<file path="src/rtl/corr_acc_ctrl.sv">
// Accumulation-frame controller for the MSDFT correlator: turns register-bank
// controls into per-sample first/last strobes and keeps frame/miss counters.
module corr_acc_ctrl #(
  parameter int unsigned LEN_WIDTH   = 32,
  parameter int unsigned FRAME_WIDTH = 32,
  parameter int unsigned MISS_WIDTH  = 16
) (
  input  logic                   axi_clock,
  input  logic                   rst,
  input  logic                   correlator_en,
  input  logic                   correlator_rst,
  input  logic [LEN_WIDTH-1:0]   acc_len,
  input  logic                   corr_new_frame,
  input  logic                   corr_continuous,
  input  logic                   din_valid,
  output logic                   acc_valid,
  output logic                   acc_first,
  output logic                   acc_last,
  output logic                   busy,
  output logic [FRAME_WIDTH-1:0] frame_count,
  output logic [MISS_WIDTH-1:0]  miss_count
);

  typedef enum logic {IDLE = 1'b0, RUN = 1'b1} state_t;

  state_t               state;
  logic                 pending;
  logic                 new_frame_d;
  logic [LEN_WIDTH-1:0] len_q;
  logic [LEN_WIDTH-1:0] sample_cnt;
  logic                 rise;
  logic [LEN_WIDTH-1:0] len_eff;
  logic                 clear;

  assign clear   = rst | correlator_rst;
  assign rise    = corr_new_frame & ~new_frame_d;
  assign len_eff = (acc_len == '0) ? LEN_WIDTH'(1) : acc_len;

  always_ff @(posedge axi_clock) begin
    if (clear) begin
      state       <= IDLE;
      pending     <= 1'b0;
      // Edge register starts high so a level already asserted does not arm.
      new_frame_d <= 1'b1;
      len_q       <= '0;
      sample_cnt  <= '0;
      frame_count <= '0;
      miss_count  <= '0;
      acc_valid   <= 1'b0;
      acc_first   <= 1'b0;
      acc_last    <= 1'b0;
      busy        <= 1'b0;
    end else begin
      new_frame_d <= corr_new_frame;
      acc_valid   <= 1'b0;
      acc_first   <= 1'b0;
      acc_last    <= 1'b0;

      unique case (state)
        IDLE: begin
          if (rise)
            pending <= 1'b1;
          if (correlator_en && (corr_continuous || pending || rise)) begin
            state      <= RUN;
            busy       <= 1'b1;
            pending    <= 1'b0;
            sample_cnt <= '0;
            len_q      <= len_eff;
          end
        end

        RUN: begin
          if (rise && (miss_count != '1))
            miss_count <= miss_count + MISS_WIDTH'(1);

          if (!correlator_en) begin
            state      <= IDLE;
            busy       <= 1'b0;
            sample_cnt <= '0;
          end else if (din_valid) begin
            acc_valid <= 1'b1;
            acc_first <= (sample_cnt == '0);
            acc_last  <= (sample_cnt == len_q - LEN_WIDTH'(1));
            if (sample_cnt == len_q - LEN_WIDTH'(1)) begin
              frame_count <= frame_count + FRAME_WIDTH'(1);
              sample_cnt  <= '0;
              // Continuous restart stays in RUN so the next valid opens a frame.
              if (corr_continuous) begin
                len_q <= len_eff;
              end else begin
                state <= IDLE;
                busy  <= 1'b0;
              end
            end else begin
              sample_cnt <= sample_cnt + LEN_WIDTH'(1);
            end
          end
        end

        default: begin
          state <= IDLE;
          busy  <= 1'b0;
        end
      endcase
    end
  end

endmodule
</file>
<file path="config.mk">
export PLATFORM = sky130hd
export DESIGN_NAME = corr_acc_ctrl
export DESIGN_NICKNAME = d
export VERILOG_FILES = /design/src/rtl/corr_acc_ctrl.sv
export SDC_FILE = /design/constraint.sdc
export NUM_CORES = 1
export LEC_CHECK = 0
export ABC_CLOCK_PERIOD_IN_PS = 4800
export CAP_MARGIN = 0
export CORE_MARGIN = 10
export CORE_UTILIZATION = 45
export DETAILED_ROUTE_END_ITERATION = 12
export PLACE_DENSITY = 0.65
export SYNTH_ARGS = -nofsm -noshare
export SYNTH_HDL_FRONTEND = slang
export SYNTH_SLANG_ARGS = --single-unit
</file>
<file path="constraint.sdc">
create_clock -name axi_clock -period 4.8 [get_ports axi_clock]
set_clock_uncertainty 0.15 [all_clocks]
set_input_delay 0.72 -clock axi_clock [delete_from_list [all_inputs] [get_ports axi_clock]]
set_output_delay 0.72 -clock axi_clock [all_outputs]
set_load 0.01 [all_outputs]
</file>
==> metrics.cfg, run 1 <==
[status]
status=completed

[critical_path]
crit-reg2reg-launch=len_q[8]
crit_type=reg -> reg
end_kind=register
required_ns=5.00
start_kind=register
worstReg2RegEnd=len_q[13]
cp.arrival_ns=4.37
cp_max_fo=32
reg2reg_depth=8
r2r_slack_ns=0.63

[clock_tree]
cts_max_level=4
cts_sinks=119
cts_tree=built
clk_latency_ns=0.43
postCtsSetupBuffers=0
clk_path_buf_depth=2
cts_buffers=17
path_clk_slew_ns=0.06
cts_resized=0
root_buffer=clkbuf_16
postCtsHoldBufs=0

[drt]
routedWlPerCell_um=18.6
wirelength_mm=20.4
drt_iter0_markers=531
num_vias=6690
drc=0
ant_nets=0
drt-pass1-iter-count=5
vias_per_cell=6.10

[die]
design.die.area_um2=20300
coreArea_um2=14600
dieHeight_um=143
io_pins=91
initial_core_util_pct=46.2
die_w_um=143
rows=44

[sta]
timing.final.crit_share_pct=86.9
rsz0062_at_grt=no
timing.final.crit_period_ns=4.17
hold_violations=0
relSlewSlack_pct=22.4
setup_viol=0
tightest_slew_ns=1.16
timing.fmax_mhz=240
setup_tns_ns=0
slew_viol_final=0

[synth]
ys.flop_type=dfxtp_1
synth-compound-area-share_pct=14.7
syn_area_um2=6760
synth.avg_cell_area_um2=8.09
syn-num-nets=879
synth_top_family_by_area=simple AND/OR/NAND/NOR gates
yosysSeqAreaShare_pct=35.2
synth_xor_area_share_pct=10.9
muxShareOfSynthArea_pct=1.48
yosys_warnings=0
async_flop_share_pct=0
synthAdderAreaFrac_pct=0.926
ys_ff_latch=119
synth_cells=835
yosys.area_share.simple_pct=32.0
synth_edf_count=0
ys_types=67

[final_layout]
final_layout_size_suffix_gt1_share_pct=6.90
final_nets=944
antenna_cells=0
mostFrequentLayoutCells=dfxtp_1 (119), clkdlybuf4s50_1 (90), nor2_1 (74), nand2_1 (64), nand3_1 (60)
area_growth_pct=23.9
final_common_cell=dfxtp_1

[global_route]
grt_util_all_layers_pct=20.3
grt_max_degree=47
grt_overflow=0
grt_pass1_vias=6614
antenna_found_initial=1
grt_pass1_wl_mm=33.6

[placement]
gp_congestion=0.948
port-buffer-count=90
hpwlAfterDp_mm=14.6

[flow_run]
drv_cap=0

[hold_path]
hold_depth=2
holdPathEnd=frame_count[31]
min_path_type=reg -> reg
min-delay-start=frame_count[31]

[power]
p_leak_uw=0.00287
report.power.total_uw=2620
ir_worst_vdd_mv=0.281
powerDensity_nw_per_um2=314

through the flow:
step / hold WS, ns / setup WS (ns) / area, um2 / utilization, % / cells
2_1_floorplan: 0.307 / 1.59 / 6760 / - / 835
3_3_place_gp: 0.303 / 0.935 / 7740 / 52.9 / 1065
3_5_place_dp: 0.328 / 0.773 / 7740 / 52.9 / 1065
4_1_cts: 0.333 / 0.718 / 8370 / 57.2 / 1097
5_1_grt: 0.376 / 0.378 / 8370 / 57.2 / 1097
6_report: 0.324 / 0.627 / 8370 / 57.2 / 1097
state kept, by name, indices dropped and copies added (netlist names):
| register | cells |
|---|---|
| busy | 1 |
| sample_cnt | 32 |
| frame_count | 32 |
| acc_valid | 1 |
| len_q | 32 |
| acc_first | 1 |
| state | 1 |
| miss_count | 16 |
| pending | 1 |
| new_frame_d | 1 |
| acc_last | 1 |
area by class of cell:
class,count,area [um2]
clock buffer,21,460
clock inverter,11,170
fill,1336,6270
inverter,19,71.3
multi-input combinational,642,4070
sequential,119,2380
tap,184,230
timing repair buffer,101,983
worst max-delay path, cell delays in order (launching register included):
cell	delay (ns)
dfxtp_1	0.37
or4_1	0.63
nor4_4	0.53
nand2_1	0.16
or4b_4	0.58
a211oi_1	0.29
and4_1	0.92
o21ai_0	0.24
a21oi_1	0.22
cell families (layout without fill, tap and decap cells):
group | count (synthesis) | after routing
fa+ha+maj | 5 | 5
mux | 10 | 10
buf+inv | 74 | 152
simple gates | 390 | 390
compound gates | 153 | 153
xor+xnor | 84 | 84
flops | 119 | 119
worst max path at each step:
| stage | depth (start not counted) | to | slack, ns | from |
|---|---|---|---|---|
| CTS | 8 | len_q[13] | 0.72 | len_q[8] |
| finish | 8 | len_q[13] | 0.63 | len_q[8] |
| floorplan | 10 | frame_count[31] | 1.59 | len_q[4] |
| global placement | 8 | len_q[29] | 0.94 | len_q[8] |
| global route | 8 | len_q[13] | 0.38 | len_q[0] |
| detailed placement | 8 | len_q[13] | 0.77 | len_q[8] |
where the power goes:
part | internal (uW) | switching (uW) | total, uW
logic | 107 | 144 | 251
registers | 996 | 12.7 | 1010
clock network | 895 | 470 | 1370
total | 2000 | 627 | 2620
metal layers:
layer	share of wire [%]	global-route usage [%]
met5	0.064	0
met2	49	33.2
met4	2.0	8.25
met1	43	24.2
met3	6.3	6.24
Yosys cell counts (23+ instances only):
cell      instances  area share [%]
dfxtp_1         119              35
or3_1            23             2.1
xor2_1           49             6.3
nand2_1          64             3.6
nand3_1          60             4.4
nor4_1           31             2.9
nand4_1          34             3.1
clkbuf_1         37             2.1
o21ai_0          42             3.1
nor2_1           75             4.2
xnor2_1          35             4.5
a21oi_1          43             3.2
(Power assumes the default switching activity.)
==> inputs of run 2 (changes only) <==
- ABC_CLOCK_PERIOD_IN_PS: 4800 -> 4500
- clock period: 4.8 -> 4.5 ns (I/O delays scaled with it)
==> run 2 against run 1 <==
- combinational power grew 11%
- global-route usage shrank 0.21 points
- highest routed layer is now met4
- design area grew 0.54%
- via count shrank 0.79%
- flip-flop and latch count is the same
- fmax grew 8.7%
- total power grew 5.4%
- cell count grew 0.64%
- critical path depth grew 1
==> metrics.cfg, run 2 (synthesized netlist as in run 1, its figures left out) <==
[hold_path]
min_path_type=reg -> reg  ; unchanged
hold_depth=2  ; unchanged
min-delay-start=frame_count[20]  ; was frame_count[31]
holdPathEnd=frame_count[20]  ; was frame_count[31]

[clock_tree]
root_buffer=clkbuf_16  ; unchanged
cts_buffers=17  ; unchanged
cts_resized=0  ; unchanged
postCtsSetupBuffers=0  ; unchanged
cts_sinks=119  ; unchanged
cts_tree=built  ; unchanged
clk_latency_ns=0.42  ; was 0.43 ns
postCtsHoldBufs=0  ; unchanged
path_clk_slew_ns=0.06  ; about the same
clk_path_buf_depth=2  ; unchanged
cts_max_level=4  ; unchanged

[drt]
highest_layer=met4  ; was met5
wl_met1_mm=8.95  ; was 8.78 mm
wirelength_mm=20.3  ; was 20.4 mm
drc=0  ; unchanged
drt-pass1-iter-count=6  ; was 5
wl_met2_mm=9.84  ; was 9.94 mm
ant_nets=0  ; unchanged
routedWlPerCell_um=18.4  ; was 18.6 um
num_vias=6637  ; was 6690
drt_iter0_markers=508  ; was 531
met3_length_mm=1.32  ; was 1.30 mm
vias_per_cell=6.01  ; was 6.10

[critical_path]
required_ns=4.70  ; was 5.00 ns
cp.arrival_ns=4.04  ; was 4.37 ns
cp_max_fo=20  ; was 32
r2r_slack_ns=0.66  ; was 0.63 ns
crit_type=reg -> reg  ; unchanged
crit-reg2reg-launch=len_q[8]  ; unchanged
reg2reg_depth=9  ; was 8
end_kind=register  ; unchanged
start_kind=register  ; unchanged
worstReg2RegEnd=len_q[14]  ; was len_q[13]

[global_route]
grt_pass1_vias=6440  ; was 6614
grt_pass1_wl_mm=33.1  ; was 33.6 mm
antenna_found_initial=0  ; was 1
grt_overflow=0  ; unchanged
grt_util_all_layers_pct=20.0  ; was 20.3%
grt_max_degree=39  ; was 47

[power]
ir_worst_vdd_mv=0.255  ; was 0.281 mV
p_leak_uw=0.00290  ; was 0.00287 uW
powerDensity_nw_per_um2=329  ; was 314 nW/um2

[sta]
rsz0062_at_grt=no  ; unchanged
hold_violations=0  ; unchanged
relSlewSlack_pct=54.3  ; was 22.4%
setup_tns_ns=0  ; unchanged
tightest_slew_ns=0.685  ; was 1.16 ns
timing.fmax_mhz=260  ; was 240 MHz
timing.final.crit_period_ns=3.84  ; was 4.17 ns
slew_viol_final=0  ; unchanged
setup_viol=0  ; unchanged
timing.final.crit_share_pct=85.3  ; was 86.9%

[final_layout]
area_growth_pct=24.5  ; was 23.9%
final_common_cell=dfxtp_1  ; unchanged
antenna_cells=0  ; unchanged
final_layout_size_suffix_gt1_share_pct=7.83  ; was 6.90%
largestRegisters=frame_count x32, len_q x32, sample_cnt x32  ; unchanged
final_nets=951  ; was 944
mostFrequentLayoutCells=dfxtp_1 (119), clkdlybuf4s50_1 (90), nor2_1 (74), nand2_1 (64), nand3_1 (60)  ; unchanged
instances_no_fill=1104  ; was 1097
layout.cell_area.non_filler_um2=8420  ; was 8370 um2

[status]
status=completed  ; unchanged

[die]
die_w_um=143  ; unchanged
rows=44  ; unchanged
design.die.area_um2=20300  ; unchanged
dieHeight_um=143  ; unchanged
io_pins=91  ; unchanged
initial_core_util_pct=46.2  ; unchanged
coreArea_um2=14600  ; unchanged

[placement]
hpwlAfterDp_mm=14.8  ; was 14.6 mm
dp_cells=1072  ; was 1065
port-buffer-count=90  ; unchanged
placed_area_um2=7810  ; was 7740 um2
gp_congestion=0.935  ; was 0.948

[flow_run]
drv_cap=0  ; unchanged

[run 2: changes by cell type in the layout (fill, tap and decap cells not counted)]
cell / change
buf_12: +1
buf_4: +6
bufinv_16: -1
clkbuf_1: -2
clkbuf_8: -1
clkinv_2: +1
inv_6: +3
[run 2: final cells by class]
type | count | area [um2]
clock inverter | 14 | 171
inverter | 19 | 71.3
fill | 1325 | 6230
multi-input combinational | 642 | 4070
timing repair buffer | 108 | 1050
clock buffer | 18 | 439
sequential | 119 | 2380
tap | 184 | 230
[run 2: worst max-delay path, stage by stage, from the launching register on]
cell and delay [ns]:
dfxtp_1 0.37, or4_1 0.63, nor4_4 0.57, nand2_1 0.14
or4b_4 0.57, a211oi_1 0.29, and4_1 0.46, buf_4 0.29
o21ai_0 0.11, a21oi_1 0.16
[run 2: report_power, final]
part | switching, uW | internal (uW) | leakage (uW)
Clock | 523 | 889 | 0.000293
Combinational | 158 | 120 | 0.00165
Sequential | 13.5 | 1060 | 0.000960
Total | 694 | 2070 | 0.00290
[run 2: metal layers]
layer  GRT usage (%)  up-vias
met5               0        -
met4            5.75        0
met3            6.38       21
met2            33.4      201
met1            24.2     3179
li1                -     3236
[run 2: worst max path at each step]
stage | depth (start not counted) | end | from | slack (ns)
6_report | 9 | len_q[14] | len_q[8] | 0.66
5_1_grt | 9 | len_q[11] | len_q[8] | 0.47
4_1_cts | 9 | sample_cnt[20] | len_q[8] | 0.69
3_5_place_dp | 9 | len_q[19] | len_q[8] | 0.71
3_3_place_gp | 10 | sample_cnt[11] | len_q[8] | 0.78
2_1_floorplan | 10 | frame_count[31] | len_q[4] | 1.29
[run 2: stage by stage]
step | power, uW | utilization, % | hold slack, ns | setup slack [ns]
floorplan | 1270 | - | 0.307 | 1.29
global placement | 1370 | 53.3 | 0.303 | 0.775
detailed placement | 1370 | 53.3 | 0.320 | 0.707
CTS | 2780 | 57.5 | 0.331 | 0.688
global route | 2850 | 57.5 | 0.352 | 0.473
finish | 2770 | 57.5 | 0.335 | 0.659
